<file path="config.mk">
export PLATFORM = sky130hd
export DESIGN_NAME = mul_sequencer
export DESIGN_NICKNAME = d
export VERILOG_FILES = /design/src/rtl/mul_sequencer.sv
export SDC_FILE = /design/constraint.sdc
export NUM_CORES = 1
export LEC_CHECK = 0
export CORE_ASPECT_RATIO = 0.6
export CORE_MARGIN = 4
export CORE_UTILIZATION = 56
export DETAILED_ROUTE_END_ITERATION = 7
export GPL_ROUTABILITY_DRIVEN = 0
export HOLD_SLACK_MARGIN = 0.03
export PLACE_DENSITY_LB_ADDON = 0.2
export SLEW_MARGIN = 10
export SYNTH_ARGS = -nofsm -noshare
export SYNTH_HDL_FRONTEND = slang
export SYNTH_SLANG_ARGS = --single-unit
</file>
<file path="constraint.sdc">
create_clock -name clk_i -period 6.4 [get_ports clk_i]
set_clock_uncertainty 0.2 [all_clocks]
set_input_delay 1.28 -clock clk_i [delete_from_list [all_inputs] [get_ports clk_i]]
set_output_delay 1.28 -clock clk_i [all_outputs]
set_load 0.05 [all_outputs]
</file>
<file path="src/rtl/mul_sequencer.sv">
// mul_sequencer: multi-cycle controller for the shared 16x16 signed pipelined multiplier
module mul_sequencer #(
  parameter int MUL_LATENCY = 2
) (
  input  logic        clk_i,
  input  logic        rst_ni,
  input  logic        start_i,
  input  logic [1:0]  op_i,
  input  logic [15:0] rd_i,
  input  logic [15:0] rs1_i,
  input  logic [15:0] rs2_i,
  input  logic        flush_i,
  input  logic [31:0] mul_p_i,
  output logic [15:0] mul_a_o,
  output logic [15:0] mul_b_o,
  output logic        busy_o,
  output logic        done_o,
  output logic [15:0] result_o,
  output logic [15:0] msb_o
);
  localparam logic [1:0] IDLE = 2'd0, WAIT = 2'd1, DONE = 2'd2;
  localparam logic [1:0] OP_MUL = 2'd0, OP_MLA = 2'd1, OP_MLS = 2'd2, OP_MRT = 2'd3;
  localparam logic [2:0] LAT = 3'(MUL_LATENCY);
  logic [1:0]  state_q, state_d, op_q, op_d;
  logic [2:0]  cnt_q, cnt_d;
  logic [15:0] rs2_q, rs2_d, mul_a_q, mul_a_d, mul_b_q, mul_b_d;
  logic [15:0] result_q, result_d, msb_q, msb_d;
  logic [31:0] sum;
  assign sum = mul_p_i + {{16{rs2_q[15]}}, rs2_q};
  // Next-state: accept requests in IDLE, count down the pipeline latency, then write back
  always_comb begin
    state_d  = state_q;
    op_d     = op_q;
    cnt_d    = cnt_q;
    rs2_d    = rs2_q;
    mul_a_d  = mul_a_q;
    mul_b_d  = mul_b_q;
    result_d = result_q;
    msb_d    = msb_q;
    case (state_q)
      IDLE: if (start_i && !flush_i) begin
        op_d = op_i;
        if (op_i == OP_MRT) begin
          result_d = msb_q;
          state_d  = DONE;
        end else begin
          mul_a_d = op_i == OP_MUL ? rs1_i : rd_i;
          mul_b_d = op_i == OP_MUL ? rs2_i : rs1_i;
          rs2_d   = rs2_i;
          cnt_d   = LAT;
          state_d = WAIT;
        end
      end
      WAIT: if (flush_i) state_d = IDLE;
        else if (cnt_q != 3'd0) cnt_d = cnt_q - 3'd1;
        else begin
          state_d  = DONE;
          result_d = op_q == OP_MLS ? rs2_q - mul_p_i[15:0] :
                     op_q == OP_MLA ? sum[15:0] : mul_p_i[15:0];
          msb_d    = op_q == OP_MLS ? msb_q :
                     op_q == OP_MLA ? sum[31:16] : mul_p_i[31:16];
        end
      default: state_d = IDLE;
    endcase
  end
  // State registers with asynchronous active-low reset
  always_ff @(posedge clk_i or negedge rst_ni) begin
    if (!rst_ni) begin
      state_q  <= IDLE;
      op_q     <= OP_MUL;
      cnt_q    <= 3'd0;
      rs2_q    <= 16'd0;
      mul_a_q  <= 16'd0;
      mul_b_q  <= 16'd0;
      result_q <= 16'd0;
      msb_q    <= 16'd0;
    end else begin
      state_q  <= state_d;
      op_q     <= op_d;
      cnt_q    <= cnt_d;
      rs2_q    <= rs2_d;
      mul_a_q  <= mul_a_d;
      mul_b_q  <= mul_b_d;
      result_q <= result_d;
      msb_q    <= msb_d;
    end
  end
  assign mul_a_o  = mul_a_q;
  assign mul_b_o  = mul_b_q;
  assign busy_o   = state_q != IDLE;
  assign done_o   = state_q == DONE;
  assign result_o = result_q;
  assign msb_o    = msb_q;
endmodule

</file>
## After elaboration in Yosys (flattened, before gate mapping)

Index checks and enable logic that the tools add are counted.

- Register bits after elaboration: 87
- Latch bits: 0
- Bits in writable memories: 0
- Memory bits (read-only): 0
- Input bits: 86
- Output and inout bits: 66
- Memories kept: 0

- Add/sub/neg operators: 3
- $mul: 0
- Divide/modulo/power cells: 0
- Order comparisons: 0
- Eq/ne operators: 12
- Shift-type cells: 0
- Mux-type cells: 20
- Bitwise logic cells: 4
- Reductions and logical operators: 13

Operator list:

| cell | number |
|---|---|
| $mux 16 | 9 |
| $add 32x32->32 | 1 |
| $pmux 16 s2 | 1 |
| $sub 16x16->16 | 1 |
| $mux 3 | 4 |
| $ne 2x2->1 const B | 6 |
| $reduce_and 5->1 | 2 |
| $mux 2 | 4 |
| $eq 2x2->1 const B | 3 |
| $pmux 3 s2 | 1 |
| $eq 2x1->1 const B | 2 |
| $logic_not 2->1 | 2 |
| $not 1->1 | 4 |
| $pmux 2 s2 | 1 |
| $reduce_and 2->1 | 2 |
| $reduce_and 4->1 | 1 |
| $reduce_bool 2->1 | 2 |
| $ne 3x3->1 const B | 1 |
| $reduce_and 3->1 | 1 |
| $reduce_bool 3->1 | 1 |
| $sub 3x1->3 const B | 1 |
| $logic_and 1x1->1 | 1 |
| $logic_not 1->1 | 1 |

## Logic depth before layout (Yosys ltp)

- Depth after elaboration: 6
- Depth in mapped cells: 12

## Worst setup path after synthesis

No wires, ideal clock.

- Path kind: input to register
- Start: input mul_p_i[10]
- End: register msb_q[14] (netlist: msb_o[14])
- Arrival: 3,332 ps
- Required time: 6,118 ps
- Slack: 2,786 ps
- Cell stages on the path: 12
- Path through: inv_1 > ha_1 > buf_6 > nor3b_1 > or4_1 > o21ai_1 > a21oi_2 > o21ai_2 > nand2_1 > o21ai_1 > mux2_1 > a31oi_1

- Longest elaborated chain between the ends: 2

RTL lines:

| what | RTL line | text |
|---|---|---|
| from (decl) | 13 | `input logic [31:0] mul_p_i,` |
| $add 32x32->32 | 29 | `assign sum = mul_p_i + {{16{rs2_q[15]}}, rs2_q};` |
| $mux 16 | 61 | `op_q == OP_MLA ? sum[31:16] : mul_p_i[31:16];` |
| to (signal assigned) | 85 | `msb_q <= msb_d;` |
| to (decl) | 27 | `logic [15:0] result_q, result_d, msb_q, msb_d;` |

No other way between the ends.
A chain may end at the register's enable or synchronous reset.

## Worst setup path after layout

- Start: input mul_p_i[1]
- End: register result_q[11] (netlist: result_o[11])

- Longest elaborated chain between the ends: 6
- Elaborated cells on any way between the ends: 7
- Those cells by class: 2 x add/sub; 5 x mux

RTL lines:

| what | RTL line | text |
|---|---|---|
| $add 32x32->32 | 29 |  |
| $mux 16 | 59 | `op_q == OP_MLA ? sum[15:0] : mul_p_i[15:0];` |
| $mux 16 * | 58 | `result_d = op_q == OP_MLS ? rs2_q - mul_p_i[15:0] :` |
| $mux 16 * | 55 | `else if (cnt_q != 3'd0) cnt_d = cnt_q - 3'd1;` |
| $mux 16 * | 54 | `WAIT: if (flush_i) state_d = IDLE;` |
| $pmux 16 s2 * | 40 | `case (state_q)` |
| to (signal assigned) | 84 | `result_q <= result_d;` |
| to (decl) | 27 |  |

Every way passes the cells marked *; elsewhere a longest branch is shown, timed or not. The select of a mux whose other input is x is not followed.

==> metrics <==
status completed; CTS Buf Count 9; Tightest Pin Transition 1.164 ns; leading cell type in the layout, fill and taps excluded clkdlybuf4s50_1; wirelength, routed 20.04 mm; Netlist Area Pre-Place 6631 sq um; residual DRC count 0; Initial Utilization 57.92%; GRT Util Overall 28.41%; post-synthesis sequential area ratio 32.83%; slowest stage delay, CP 0.62 ns; fraction of registers with async set/reset 100.0%; Hold Crit Start result_o[0]$_DFFE_PN0P_; Vias per Instance 6.098; Via Count 6440; max-slew violation count 0; CTS tree yes; Clk network pwr share 15.0%; P_int 1.938 mW; hold slack 0.2800 ns; f_max 230.9 MHz; number of synthesized flops with an enable pin 0; Die ar. 13700 sq um; Bufs on Longest Clock Path 2; Max FO, Critical Path 5; Post-Place Worst Slack 1.815 ns; H-Tree Level Count 3; CTS sink cnt 87; worst skew pair latency 0.34 ns; Hold Violations, Final 0; FF+latch count, synth 87; max cap viols 0; power density cells 444.1 nW/um^2; Period minus WS final 4.331 ns; setup_tns 0 ns; Root Buffer clkbuf_16; worst r2r src state_q[0]$_DFFE_PN0P_; Sw Pwr 1.850 mW; logic gate share of total power 60.5%; FF-to-FF End mul_a_o[13]$_DFFE_PN0P_; Overflow after GRT 0; CP Data Arrival Time 4.34 ns; initial antenna violation count 0; hold path endpoint result_o[0]$_DFFE_PN0P_; Mapped Cells 769; RSZ-0062 raised after global routing no; Rows 30; Clock transition at path regs 0.06 ns; post-cts sizing count 0; CP required 6.41 ns; Antenna diodes 0; Mapped Nets 905; DR WL/cell 18.97 microns; Die Width 148.5 microns; drt first pass iters 8; Critical Path, Cell by Cell clkdlybuf4s50_1, inv_1, ha_1, nor2b_1, o21ai_1, a21boi_1, o32ai_2, o21ai_1, a21oi_1, o221ai_1, a221oi_1, o21ai_1; Worst Hold Class flip-flop to flip-flop; Flop pwr share 24.4%; hold path cells 2; Post-Syn Area per Cell 8.623 sq um; pin count of the biggest net entering global routing 65; max_slew headroom 22.22%; I/O pin cnt 152; CP Launch Type input port; Lkg Pwr 3.681 nW; Critical Path Slowest Stage Cell clkdlybuf4s50_1; share of post-route cells with drive strength above 1 8.482%; fillers 851; final worst slack 2.069 ns; Ys Warns 0; ys flop type dfrtp_1; initial DRC count 624; global-route wire length before repair 31.40 mm; placed cells 1041; # hold bufs at CTS 0; Post-Layout Cell Count 1056; Unique masters post-synth 80; Crit Path Category input port to flip-flop; core area 11450 sq um; Peak VDD IR 0.4103 mV; Final Cycle Share 67.67%; die span in y 92.29 microns; Layout Nets 1028; number of cells on the worst reg-to-reg path 6; setup bufs post-CTS 0; port buffer count 151; vias in the first global route 6201; switching power share of the total 48.83%; Setup violations, final 0; fin util 74.50%; CP Capture Type flip-flop; r2r setup slk 3.07 ns; most frequent CP cell o21ai_1; area grow syn2layout 28.62%; most frequent cells in the layout clkdlybuf4s50_1 (150), dfrtp_1 (87), nand2_1 (81), a21oi_1 (62), o21ai_0 (59); HPWL Detailed 15.13 mm; post-route ant nets 0
-- per-stage QoR --
stage / area (sq um) / total power, mW
detailed placement: 8205 / 3.181
CTS: 8527 / 3.762
floorplan: 6631 / 2.478
global route: 8529 / 3.984
finish: 8529 / 3.788
global placement: 8205 / 3.114
-- layer usage --
| layer | share of wire (%) | global-route usage, % | vias to the layer above | wire length, microns |
|---|---|---|---|---|
| met5 | 0 | 0 | - | 0 |
| met4 | 1.3 | 5.765 | 0 | 251 |
| met3 | 10 | 6.699 | 36 | 2004 |
| met2 | 45 | 43.86 | 350 | 8983 |
| met1 | 44 | 41.00 | 3043 | 8797 |
| li1 | - | - | 3011 | - |
-- kinds of logic after synthesis --
| kind of cell | synth area share (%) |
|---|---|
| AND/OR/NAND/NOR | 16.38 |
| adder cells (fa/ha/maj) | 9.660 |
| buffers and inverters | 5.113 |
| multiplexers | 8.528 |
| AO/OA/AOI/OAI | 24.85 |
| XOR/XNOR | 2.642 |
| flip-flops | 32.83 |
-- sequential cells by signal, summed over array words and instances (netlist names) --
register	flops
mul_a_o	16
msb_o	16
rs2_q	16
result_o	16
mul_b_o	16
state_q	2
cnt_q	3
op_q	2
-- synthesized netlist by cell type, types with 7 or more instances --
library cell	number	share of area [%]
dfrtp_1	87	33
nand2_1	82	4.6
a21oi_1	62	4.7
o21ai_0	59	4.5
nor2_1	51	2.9
ha_1	48	9.1
inv_1	40	2.3
clkbuf_1	34	1.9
mux2i_1	34	5.1
o21ai_1	22	1.7
mux2_2	18	3.1
xnor2_1	18	2.4
nor3_1	14	1.1
a21o_1	12	1.4
and3_1	12	1.1
nand2b_1	11	1.0
nor2b_1	11	1.0
a31oi_1	10	0.94
nand3_1	9	0.68
o21bai_1	8	0.91
o221ai_1	8	1.1
or3_1	8	0.75
a211oi_1	7	0.79
buf_2	7	0.53
-- worst max-delay path by stage --
stage                           start                  endpoint  slack (ns)  depth (start not counted)
after floorplan           mul_p_i[10]     msb_o[14]$_DFFE_PN0P_        2.79                         12
after global routing       mul_p_i[1]  result_o[11]$_DFFE_PN0P_        1.88                         12
final                      mul_p_i[1]  result_o[11]$_DFFE_PN0P_        2.07                         12
after global placement     mul_p_i[1]  result_o[11]$_DFFE_PN0P_        1.95                         12
after detailed placement   mul_p_i[1]  result_o[15]$_DFFE_PN0P_        1.81                         12
after CTS                  mul_p_i[1]  result_o[11]$_DFFE_PN0P_        2.12                         12
-- worst max-delay path, delay by kind of cell --
kind            cells  cell delay (ns)
buf+inv             2             0.73
fa+ha+maj           1             0.32
compound gates      8             1.88
simple gates        1             0.14
-- power by group through the flow --
stage / Combinational [mW] / Clock (mW) / Sequential (mW)
after CTS: 2.27 / 0.575 / 0.921
after global placement: 2.19 / 0 / 0.919
final: 2.29 / 0.569 / 0.925
after detailed placement: 2.25 / 0 / 0.930
after floorplan: 1.05 / 0 / 1.43
after global routing: 2.44 / 0.596 / 0.947
-- area by class of cell --
class | instances | area (sq um) | area share, %
repair buffers | 156 | 1546 | 18.13
well taps | 160 | 200.2 | 2.347
multi-input cells | 597 | 4130 | 48.42
clock inverters | 5 | 82.58 | 0.9682
inverters | 41 | 153.9 | 1.804
clock buffers | 10 | 239.0 | 2.802
flip-flops and latches | 87 | 2177 | 25.52
Power figures use the tool's default switching activity.
